### config.mk
export PLATFORM = sky130hd
export DESIGN_NAME = cs_byte_packer
export DESIGN_NICKNAME = d
export VERILOG_FILES = /design/src/rtl/cs_byte_packer.sv
export SDC_FILE = /design/constraint.sdc
export NUM_CORES = 1
export LEC_CHECK = 0
export ABC_AREA = 1
export BUFFER_PORTS_ARGS = -buffer_cell sky130_fd_sc_hd__buf_2
export CORE_ASPECT_RATIO = 0.8
export CORE_MARGIN = 1.5
export CORE_UTILIZATION = 60
export DETAILED_ROUTE_END_ITERATION = 6
export HOLD_SLACK_MARGIN = 0.06
export PLACE_DENSITY = 0.83
export SYNTH_ARGS = -nofsm -noshare
export SYNTH_HDL_FRONTEND = slang
export SYNTH_SLANG_ARGS = --single-unit
### constraint.sdc
create_clock -name clk -period 3.5 [get_ports clk]
set_input_delay 0.35 -clock clk [delete_from_list [all_inputs] [get_ports clk]]
set_output_delay 0.35 -clock clk [all_outputs]
set_load 0.05 [all_outputs]
### src/rtl/cs_byte_packer.sv
// Byte-stream packer feeding the checksum core: assembles bytes MSB-first into one
// frame and emits it as a single-cycle pulse; in_flush closes a short zero-padded frame.
module cs_byte_packer #(
  parameter int WIDTH_DATA_1 = 384,
  parameter int WIDTH_DATA_2 = 128,
  localparam int FW = WIDTH_DATA_1 + WIDTH_DATA_2,
  localparam int NB = FW / 8,
  localparam int LW = $clog2(NB + 1)
) (
  input  logic          clk,
  input  logic          rst_n,
  input  logic          in_valid,
  input  logic [7:0]    in_byte,
  input  logic          in_flush,
  output logic          out_valid,
  output logic [FW-1:0] data,
  output logic [LW-1:0] out_len,
  output logic          busy
);

  typedef enum logic {EMPTY, FILL} state_e;

  state_e          state_q;
  logic [LW-1:0]   cnt_q;
  logic [FW-1:0]   asm_q;
  logic [FW-1:0]   asm_d;
  logic [LW-1:0]   held_d;
  logic            emit;
  logic            out_valid_q;
  logic [FW-1:0]   data_q;
  logic [LW-1:0]   out_len_q;
  logic            busy_q;

  // Merge this cycle's byte into the assembly image so a flush or the final byte
  // can hand a complete frame to the output register in the same edge.
  always_comb begin
    asm_d = asm_q;
    for (int k = 0; k < NB; k++) begin
      if (in_valid && (cnt_q == LW'(k))) begin
        asm_d[FW-8-8*k +: 8] = in_byte;
      end
    end
    held_d = cnt_q + LW'(in_valid);
    emit   = (held_d == LW'(NB)) || (in_flush && (held_d != '0));
  end

  always_ff @(posedge clk or negedge rst_n) begin
    if (!rst_n) begin
      state_q     <= EMPTY;
      cnt_q       <= '0;
      asm_q       <= '0;
      out_valid_q <= 1'b0;
      data_q      <= '0;
      out_len_q   <= '0;
      busy_q      <= 1'b0;
    end else begin
      out_valid_q <= 1'b0;
      data_q      <= '0;
      out_len_q   <= '0;
      if (emit) begin
        out_valid_q <= 1'b1;
        data_q      <= asm_d;
        out_len_q   <= held_d;
        cnt_q       <= '0;
        asm_q       <= '0;
        busy_q      <= 1'b0;
      end else begin
        cnt_q  <= held_d;
        asm_q  <= asm_d;
        busy_q <= (held_d != '0);
      end
      case (state_q)
        EMPTY: begin
          if (!emit && in_valid) begin
            state_q <= FILL;
          end
        end
        FILL: begin
          if (emit) begin
            state_q <= EMPTY;
          end
        end
        default: state_q <= EMPTY;
      endcase
    end
  end

  assign out_valid = out_valid_q;
  assign data      = data_q;
  assign out_len   = out_len_q;
  assign busy      = busy_q;

endmodule

Word level (Yosys, flattened, before mapping)
Index checks and enable logic that the tools add are counted.
- flip-flop bits (word level): 1040
- input port bits: 12
- output and inout bits: 521
- add/sub/neg operators: 1
- reductions and logical operators: 68
- multiplexer cells: 70
- equality and inequality tests: 64
- operators by type and width (kind ; count):
    $mux W512 ; 2
    $mux W8 ; 64
    $eq A7 B6 Y1 const B ; 32
    $eq A7 B5 Y1 const B ; 16
    $logic_and A1 B1 Y1 ; 65
    $eq A7 B4 Y1 const B ; 8
    $eq A7 B3 Y1 const B ; 4
    $eq A7 B2 Y1 const B ; 2
    $mux W7 ; 2
    $add A7 B1 Y7 ; 1
    $eq A7 B1 Y1 const B ; 1
    $eq A7 B7 Y1 const B ; 1
    $logic_not A7 Y1 ; 1
    $reduce_bool A7 Y1 ; 1
    $mux W1 ; 2
    $logic_or A1 B1 Y1 ; 1

Longest topological paths before layout
Gate-level depths: netlist (run 1).
- depth in word-level cells: 5
- gate-level depth with buffers: 14
- mapped depth without buffers: 12

Worst setup path before layout (run 1)
No wires, ideal clock.
- kind: register -> register
- from: register cnt_q[0]
- to: register asm_q[408]
- slack: 1.360 ns
- arrival time: 2.003 ns
- required time: 3.363 ns
- stages on the path, launching flop included: 13
- clock period less this slack: 2.140 ns
- path buffers: 2
- cell sequence: dfrtp_1 -> ha_1 -> ha_1 -> inv_1 -> nand2_1 -> nor2_1 -> nand2_1 -> nor2_1 -> nand2_1 -> nand2_1 -> buf_2 -> buf_1 -> a21oi_1
- word-level cells in the longest chain between the ends: 5
- elaborated cells between the ends (all ways): 9
- those cells by class: add/sub (1); eq/ne (2); mux (2); reduce/logical (4)
- RTL lines (what ; RTL line ; text):
    start, declared ; 24 ; logic [LW-1:0] cnt_q;
    start signal, assigned ; 68 ; cnt_q <= held_d;
    $add A7 B1 Y7 ; 43 ; held_d = cnt_q + LW'(in_valid);
    $reduce_bool A7 Y1 ; 44 ; emit = (held_d == LW'(NB)) || (in_flush && (held_d != '0));
    $logic_and A1 B1 Y1 ; 44 ;
    $logic_or A1 B1 Y1 ; 44 ;
    $mux W512 * ; 60 ; if (emit) begin
    end signal, assigned ; 69 ; asm_q <= asm_d;
    end, declared ; 25 ; logic [FW-1:0] asm_q;
Mark *: on every way between the ends. The rest lies on a longest branch, timed or not.

Final worst setup path (run 1)
- from: register cnt_q[2]
- to: register asm_q[372]
Same word-level chain as after synthesis.

==> impl_metrics.py, run 1 <==
metrics = {
    "synthesis": {
        "synth_edf_count": 0,
        "synth_area_um2": 37100,
        "yosys-top-cells-count": "1040 x dfrtp_1, 936 x nor2_1, 902 x a21oi_1, 177 x nand2_1, 142 x buf_2",
        "ys_warn_count": 0,
        "synth.distinct_cells": 21,
        "netlist_instances": 3557,
        "synth-async-reset-ratio_pct": 100,
        "ys_ff_latch": 1040,
        "ys.flop_type": "dfrtp_1",
        "synth_area_per_cell_um2": 10.4,
        "ys_seq_area_share_pct": 70.1,
        "mappedNetlistNets": 3571,
        "yosys.area.top_type": "dfrtp_1",
        "synthTopCellsByArea": "dfrtp_1 70%, a21oi_1 12%, nor2_1 9.5%, buf_2 1.9%, nand2_1 1.8%",
        "synth_top_area_share_pct": 70.1,
        "post-synth-top-count-cell": "dfrtp_1",
    },
    "clock_network": {
        "cts_tree": "yes",
        "clock_sinks": 1040,
        "insertion_delay_ns": 0.66,
        "post_cts_resized": 0,
        "htree_num_levels": 3,
        "cts_root_buf": "clkbuf_16",
        "cts-buffers-inserted": 93,
        "clk_pin_slew_ns": 0.06,
        "cts-root-to-sink-buffers": 3,
    },
    "cells_and_area": {
        "fill_cells": 3979,
        "multiInputGateArea_um2": 9730,
        "syn2layout_area_growth_pct": 18.3,
        "final_nets": 3990,
        "final_core_util_pct": 71.8,
        "drive_gt1_share_pct": 19.8,
        "finalNonFillerCells": 4882,
        "register_area_um2": 26000,
    },
    "critical_path": {
        "cp_slowest_cell": "nand3_1",
        "crit_type": "register to register",
        "worstSetupEndpointType": "register",
        "cp_top_family": "simple AND/OR/NAND/NOR gates",
        "worstPathArrival_ns": 3.64,
        "critPathRequiredTime_ns": 4.06,
        "crit_chain": "nor2_2, inv_1, nor2_1, nand3_1, nor2_1, a21oi_1, a21oi_1",
        "crit_path_max_fanout": 16,
        "cpPeakStageDelay_ns": 0.69,
        "crit_path_start_kind": "register",
        "worst-path-buf-inv": 1,
    },
    "job": {
        "max_cap_viol_count": 0,
    },
    "detailed_routing": {
        "viasPerCell": 5.90,
        "drtPass1Iterations": 6,
        "detail-route-antenna-nets": 0,
        "route.detailed.drc": 0,
        "routed_wl_um": 106000,
        "first_iter_violations": 4028,
        "wire_per_inst_um": 21.7,
        "vias": 28800,
    },
    "floorplanning": {
        "start_util_pct": 60.7,
        "io_pins": 533,
        "dieArea_um2": 63400,
        "coreArea_um2": 61100,
        "die_y_um": 225,
        "core.rowCount": 81,
        "dieWidth_um": 281,
    },
    "global_routing": {
        "grt_pass1_wl_um": 161000,
        "grt_overflow_total": 0,
        "grt_max_degree": 240,
        "antenna_found_initial": 2,
        "grt_pass1_vias": 28300,
        "grt_usage_pct": 33.4,
    },
    "pwr": {
        "ir_drop_mv": 0.698,
        "leakagePower_nw": 22.8,
        "powerDensity_nw_per_um2": 647,
        "total_power_mw": 28.4,
    },
    "place": {
        "gp_congestion": 0.856,
        "post-place-ws_ns": 0.595,
        "hpwl_um": 63900,
        "portBuffers": 532,
        "post-place-cells": 4710,
    },
    "sta": {
        "setup_viol": 0,
        "finalCriticalPeriod_ns": 3.08,
        "slew_headroom_pct": 24.1,
        "worst_pin_slew_ns": 1.14,
        "max_freq_mhz": 324,
        "setup_ws_ns": 0.417,
        "report.final.slew_viol_count": 0,
        "finalSetupTns_ns": 0,
        "rsz0062_at_grt": "no",
        "hold_viol_final": 0,
        "period_share_pct": 88.1,
        "skew_ns": 0.0233,
    },
    "hold_path": {
        "hp-class": "input pin to register",
    },
    "run_status": {
        "status": "completed",
    },
}
==> metal layers <==
metal	vias up	track usage (%)	share of wire, %
met5	-	0	0
met4	0	14.5	4.3
met3	330	6.18	9.2
met2	1755	52.3	48
met1	14300	46.4	38
li1	12400	-	-
==> metrics by stage <==
step | hold WS (ns) | area (µm²)
CTS | 0.106 | 43900
global placement | 0.398 | 40600
detailed placement | 0.381 | 40600
floorplan | 0.0544 | 37100
finish | 0.125 | 43900
global route | 0.158 | 43900
==> placed cells by master, fill, tap and decap left out, drive strengths merged <==
cell	netlist	layout
a21oi	902	902
buf	155	614
bufinv	0	11
clkbuf	136	130
clkinv	0	19
clkinvlp	0	6
dfrtp	1040	1040
diode	0	1
dlygate4sd3	0	1
ha	2	2
inv	29	33
nand2	177	177
nand3	29	29
nand4	2	2
nor2	944	944
nor3	13	13
o21ai	128	128
==> repair_timing <==
item / 4_1_cts / 5_1_grt
buffers inserted: 0 / 0
hold buffers: 1 / 0
hold endpoints to repair: 65 / 0
==> tightest hold or removal path: stages <==
cell,delay [ns]
buf_2,0.07
inv_1,0.06
nand2_4,0.19
nor2_1,0.06
==> path summary, 6_finish.rpt <==
check | from | end | slack [ns] | cells past startpoint
setup / recovery | cnt_q[2] | asm_q[372] | 0.42 | 7
hold / removal | in_flush | cnt_q[6] | 0.13 | 4
setup reg to reg | cnt_q[2] | asm_q[372] | 0.42 | 7
hold reg to reg | asm_q[457] | data[457] | 0.52 | 2
max in group asynchronous | rst_n | data[500] | 2.04 | 4
min in group asynchronous | rst_n | asm_q[386] | 0.27 | 2
==> where the power goes <==
| group | switching [mW] | total (mW) | internal, mW |
|---|---|---|---|
| Sequential | 0.117 | 12.4 | 12.2 |
| Clock | 4.51 | 10.8 | 6.28 |
| Combinational | 4.42 | 5.23 | 0.810 |
==> kinds of logic after synthesis <==
logic type / Yosys count / share of synthesized area, %
AO/OA/AOI/OAI: 1030 / 13.9
flip-flops: 1040 / 70.1
adder cells (fa/ha/maj): 2 / 0.0674
buffers and inverters: 320 / 3.73
AND/OR/NAND/NOR: 1165 / 12.2
==> sequential cells by signal (all words and copies together) (netlist names) <==
signal / count
cnt_q: 7
out_valid: 1
asm_q: 512
out_len: 7
busy: 1
data: 512
==> layout make-up <==
class                           instances  share of cell area [%]
Antenna cell                            1                 0.00570
Timing Repair Buffer                  615                    8.46
Clock inverter                         40                    1.23
Tap cell                              830                    2.37
Multi-Input combinational cell       2197                    22.2
Inverter                               29                   0.248
Clock buffer                          130                    6.22
Sequential cell                      1040                    59.3
Power figures use the tool's default switching activity.
==> run 2: changes to the inputs <==
Settings changed: CELL_PAD_IN_SITES_DETAIL_PLACEMENT from default to 0, CELL_PAD_IN_SITES_GLOBAL_PLACEMENT from default to 2, CORE_UTILIZATION 60 to 36, PLACE_DENSITY 0.83 to default, PLACE_DENSITY_LB_ADDON from default to 0.1.
Clock period 3.5 ns to 2.9 ns, I/O delays scaled along.
==> impl_metrics.py, run 2 (same netlist as run 1, synthesis figures left out) <==
metrics = {
    "run_status": {
        "status": "completed",
    },
    "pwr": {
        "powerDensity_nw_per_um2": 811,
        "p_seq_share_pct": 40.2,
        "power.internal_mw": 25.1,
        "comb_power_share_pct": 19.7,
        "leakagePower_nw": 23.3,
        "power.switching_fraction_pct": 32.2,
        "ir_drop_mv": 1.66,
        "power_switching_mw": 11.9,
        "clock_power_share_pct": 40.1,
        "total_power_mw": 37.0,
    },
    "critical_path": {
        "crit_type": "register to register",
        "crit_path_max_fanout": 153,
        "crit_path_start_kind": "register",
        "worstPathArrival_ns": 3.24,
        "worstSetupEndpointType": "register",
        "critPathRequiredTime_ns": 3.52,
    },
    "clock_network": {
        "htree_num_levels": 3,
        "clk_pin_slew_ns": 0.06,
        "insertion_delay_ns": 0.70,
        "cts-root-to-sink-buffers": 3,
        "cts-buffers-inserted": 106,
        "cts_root_buf": "clkbuf_16",
        "clock_sinks": 1040,
        "cts_tree": "yes",
    },
    "global_routing": {
        "grt_usage_pct": 22.8,
        "grt_pass1_vias": 27200,
        "use_met1_pct": 32.3,
        "grt_pass1_wl_um": 180000,
        "busiest_layer": "met2",
        "gr-usage-met3_pct": 3.71,
        "grt_use_met2_pct": 36.2,
        "grt_overflow_total": 0,
        "grt_max_degree": 154,
        "antenna_found_initial": 3,
    },
    "sta": {
        "max_freq_mhz": 381,
        "slew_headroom_pct": 36.3,
        "finalCriticalPeriod_ns": 2.63,
        "hold_viol_final": 0,
        "period_share_pct": 90.6,
        "rsz0062_at_grt": "no",
        "skew_ns": 0.0194,
        "worst_pin_slew_ns": 0.956,
        "finalSetupTns_ns": 0,
        "setup_viol": 0,
        "report.final.slew_viol_count": 0,
    },
    "detailed_routing": {
        "detail-route-antenna-nets": 0,
        "wire_per_inst_um": 22.1,
        "vias": 27100,
        "routed_wl_um": 121000,
        "first_iter_violations": 2340,
        "viasPerCell": 4.96,
        "route.detailed.drc": 0,
        "drtPass1Iterations": 5,
    },
    "cells_and_area": {
        "syn2layout_area_growth_pct": 22.8,
        "final_nets": 4057,
        "diodes": 0,
        "drive_gt1_share_pct": 21.3,
        "finalNonFillerCells": 5470,
        "most-common-layout-cells": "1040 x dfrtp_1, 936 x nor2_1, 902 x a21oi_1",
        "final_common_cell": "dfrtp_1",
        "final_core_util_pct": 44.5,
    },
    "floorplanning": {
        "coreArea_um2": 102000,
        "io_pins": 533,
        "die_y_um": 290,
        "dieWidth_um": 362,
        "start_util_pct": 36.3,
        "dieArea_um2": 105000,
        "core.rowCount": 105,
    },
    "hold_path": {
        "hp-class": "input pin to async pin",
    },
    "place": {
        "hpwl_um": 75900,
        "post-place-cells": 5269,
        "gp_congestion": 0.777,
        "portBuffers": 532,
    },
    "job": {
        "max_cap_viol_count": 0,
    },
}
==> run 2: cell types whose count changed in the layout (fill, tap and decap cells not counted), sizes merged <==
cell	delta
buf	+52
clkinv	+20
inv	-12
clkbuf	+11
bufinv	+7
clkinvlp	+2
dlygate4sd3	+2
diode	-1
==> run 2: layout make-up <==
class                   instances  area, µm²
multi-input cells            2197       9740
flip-flops and latches       1040      26000
well taps                    1337       1670
fillers                      9845      56800
clock inverters                57        808
repair buffers                669       4200
inverters                      29        119
clock buffers                 141       3020
==> run 2: metrics by stage <==
step / hold slack (ns) / area (µm²) / setup slack, ns
floorplan: -0.00559 / 37100 / 0.760
CTS: 0.0986 / 45600 / 0.110
detailed placement: 0.261 / 41700 / 0.0685
finish: 0.126 / 45600 / 0.272
global placement: 0.268 / 41700 / 0.0897
global route: 0.113 / 45600 / 0.0416
==> run 2: timing repair <==
| action | CTS | global route |
|---|---|---|
| hold buffers | 3 | 0 |
| gates resized for setup | 0 | 1 |
| setup buffers | 0 | 0 |
| setup endpoints to repair | 0 | 93 |
| hold endpoints to repair | 376 | 0 |
==> run 2: routing by layer <==
metal / vias to the layer above / part of all wire, %
met5: - / 0.011
met4: 2 / 2.6
met3: 166 / 4.3
met2: 623 / 48
met1: 13800 / 45
li1: 12600 / -
==> run 2: worst paths after layout <==
path | startpoint | to | slack [ns] | cells past startpoint
hold reg to reg | asm_q[267] | data[267] | 0.51 | 2
min in group clk | in_byte[6] | asm_q[158] | 0.28 | 5
setup reg to reg | cnt_q[0] | asm_q[317] | 0.27 | 11
hold / removal | rst_n | asm_q[419] | 0.13 | 2
setup / recovery | cnt_q[0] | asm_q[317] | 0.27 | 11
max in group asynchronous | rst_n | asm_q[100] | 1.64 | 3
==> run 2: worst max-delay path: stages, from the launching register on <==
cell and delay, ns:
dfrtp_1 0.39, ha_1 0.22, ha_1 0.28, inv_1 0.09
nand2_1 0.06, nor2_1 0.10, nand2_1 0.07, nor2_1 0.21
nand3_4 0.11, buf_4 0.19, buf_12 0.21, a21oi_1 0.34
==> run 2: power groups by stage <==
stage | registers [mW] | logic [mW] | clock network, mW
after floorplan | 15.6 | 3.97 | 0
after global placement | 15.1 | 7.37 | 0
after detailed placement | 15.1 | 7.35 | 0
after CTS | 14.9 | 7.36 | 15.2
after global routing | 14.9 | 7.82 | 15.8
final | 14.9 | 7.29 | 14.8
==> run 3: changes to the inputs <==
Settings changed: ABC_AREA 1 to default, CORE_UTILIZATION 36 to 39.
==> impl_metrics.py, run 3 <==
metrics = {
    "run_status": {
        "status": "completed",
    },
    "detailed_routing": {
        "routed_wl_um": 185000,
        "highest_layer": "met4",
        "wl_met1_um": 86700,
        "first_iter_violations": 3519,
        "drtPass1Iterations": 7,
        "route.met3.wl_um": 6960,
        "vias": 44000,
        "wl_met2_um": 85700,
        "route.detailed.drc": 0,
        "wire_per_inst_um": 24.5,
        "viasPerCell": 5.83,
        "detail-route-antenna-nets": 0,
    },
    "critical_path": {
        "crit_type": "register to register",
        "critPathRequiredTime_ns": 3.54,
        "cp_slowest_cell": "o41a_2",
        "crit_path_max_fanout": 66,
        "crit_chain": "ha_1, ha_1, nor3b_1, mux2i_1, o41a_2, buf_12, buf_12, a211oi_1",
        "crit_path_start_kind": "register",
        "cp_top_family": "compound AO/OA/AOI/OAI gates",
        "worst-path-buf-inv": 2,
        "worstPathArrival_ns": 3.31,
        "r2r_slack_ns": 0.22,
        "cpPeakStageDelay_ns": 0.46,
        "worstSetupEndpointType": "register",
    },
    "synthesis": {
        "ys.flop_type": "dfrtp_1",
        "synth-async-reset-ratio_pct": 100,
        "ys_seq_area_share_pct": 46.2,
        "mappedNetlistNets": 5378,
        "synth_area_per_cell_um2": 10.5,
        "synth_top_area_share_pct": 46.2,
        "synth_area_um2": 56300,
        "ys_ff_latch": 1040,
        "post-synth-top-count-cell": "dfrtp_1",
        "ys_warn_count": 0,
        "yosys-top-cells-count": "1040 x dfrtp_1, 522 x nor2_1, 513 x mux2i_1",
        "yosys.area.top_type": "dfrtp_1",
        "synth_edf_count": 0,
        "synth.distinct_cells": 39,
        "netlist_instances": 5364,
        "synthTopCellsByArea": "dfrtp_1 46%, mux2i_1 9.1%, a211oi_2 8.9%, o211ai_1 6.8%, a21boi_0 6.5%",
    },
    "cells_and_area": {
        "syn2layout_area_growth_pct": 16.0,
        "final_common_cell": "dfrtp_1",
        "most-common-layout-cells": "1040 x dfrtp_1, 523 x buf_2, 522 x nor2_1",
        "finalNonFillerCells": 7554,
        "drive_gt1_share_pct": 24.5,
        "fill_cells": 13300,
        "final_nets": 5578,
    },
    "clock_network": {
        "htree_num_levels": 3,
        "insertion_delay_ns": 0.75,
        "cts-buffers-inserted": 116,
        "clock_sinks": 1040,
        "cts_tree": "yes",
        "cts_root_buf": "clkbuf_16",
        "cts-root-to-sink-buffers": 3,
        "clk_pin_slew_ns": 0.06,
    },
    "sta": {
        "finalCriticalPeriod_ns": 2.68,
        "worst_pin_slew_ns": 1.05,
        "rsz0062_at_grt": "no",
        "max_freq_mhz": 374,
        "skew_ns": 0.0185,
        "finalSetupTns_ns": 0,
        "report.final.slew_viol_count": 0,
        "period_share_pct": 92.3,
        "hold_viol_final": 0,
        "setup_viol": 0,
        "slew_headroom_pct": 29.6,
    },
    "pwr": {
        "total_power_mw": 35.7,
        "leakagePower_nw": 29.5,
        "ir_drop_mv": 0.474,
        "powerDensity_nw_per_um2": 546,
    },
    "floorplanning": {
        "start_util_pct": 39.4,
        "dieArea_um2": 147000,
        "core.rowCount": 124,
        "io_pins": 533,
        "dieWidth_um": 428,
        "die_y_um": 343,
        "coreArea_um2": 143000,
    },
    "hold_path": {
        "hp-class": "input pin to async pin",
    },
    "job": {
        "max_cap_viol_count": 0,
    },
    "global_routing": {
        "grt_max_degree": 180,
        "grt_usage_pct": 24.5,
        "grt_pass1_wl_um": 280000,
        "grt_overflow_total": 0,
        "grt_pass1_vias": 42700,
        "antenna_found_initial": 9,
    },
    "place": {
        "portBuffers": 532,
        "post-place-cells": 7331,
        "hpwl_um": 108000,
        "gp_congestion": 0.759,
    },
}
[run 3: cell types whose count changed after synthesis, sizes merged, moves of 28 or more]
cell and change:
a21boi +512, a21oi -901, mux2i +513, inv -28
and3 +512, o211ai +512, o21ai +385, buf +85
a211oi +512, nand2 -175, clkbuf +305, nor2 -422
[run 3: worst min-delay path, stage by stage]
cell and delay [ns]:
dlygate4sd3_1 0.56, buf_8 0.24, buf_12 0.26
[run 3: area by class of cell]
type	instances	area, µm²	area share [%]
antenna	2	5.00	0.00766
clock buffer	152	3280	5.02
clock inverter	64	930	1.42
inverter	1	11.3	0.0172
multi-input combinational	3642	27000	41.3
sequential	1040	26000	39.8
tap	1890	2360	3.62
timing repair buffer	763	5730	8.76
[run 3: cells by family after synthesis]
family,Yosys count,synth area share (%)
compound gates,2053,28.6
xor+xnor,4,0.0622
fa+ha+maj,2,0.0444
buf+inv,682,6.15
flops,1040,46.2
mux,513,9.12
simple gates,1070,9.79
[run 3: where the power goes]
group | switching (mW) | leakage [nW] | internal (mW)
Sequential | 0.0374 | 14.5 | 14.6
Clock | 6.56 | 2.04 | 9.83
Combinational | 3.16 | 12.9 | 1.46
Total | 9.75 | 29.5 | 25.9
[run 3: final timing paths]
| path | startpoint | endpoint | depth (start not counted) |
|---|---|---|---|
| setup / recovery | cnt_q[0] | data[259] | 8 |
| max in group asynchronous | rst_n | asm_q[325] | 3 |
| min in group clk | in_byte[6] | data[174] | 4 |
| hold / removal | rst_n | data[56] | 3 |
| hold reg to reg | asm_q[125] | data[125] | 3 |
| setup reg to reg | cnt_q[0] | data[259] | 8 |
[run 3: metrics by stage]
stage | utilization (%) | worst slack, ns | hold slack [ns] | instance area (µm²)
after floorplan | - | 0.546 | -0.00559 | 56300
after global placement | 42.7 | 0.0635 | 0.212 | 61100
after detailed placement | 42.7 | 0.0881 | 0.212 | 61100
after CTS | 45.7 | 0.115 | 0.171 | 65300
after global routing | 45.7 | 0.0596 | 0.216 | 65300
final | 45.7 | 0.224 | 0.234 | 65400
[run 3: timing repair]
action / 4_1_cts / 5_1_grt
hold buffers: 4 / 0
setup buffers: 0 / 1
endpoints found under the setup margin: 0 / 14
resized for setup: 0 / 0
endpoints found under the hold margin: 735 / 0
[run 3: layer usage]
layer / vias up / GRT usage (%)
met5: - / 0
met4: 0 / 7.42
met3: 245 / 3.27
met2: 969 / 38.2
met1: 22500 / 35.3
li1: 20300 / -
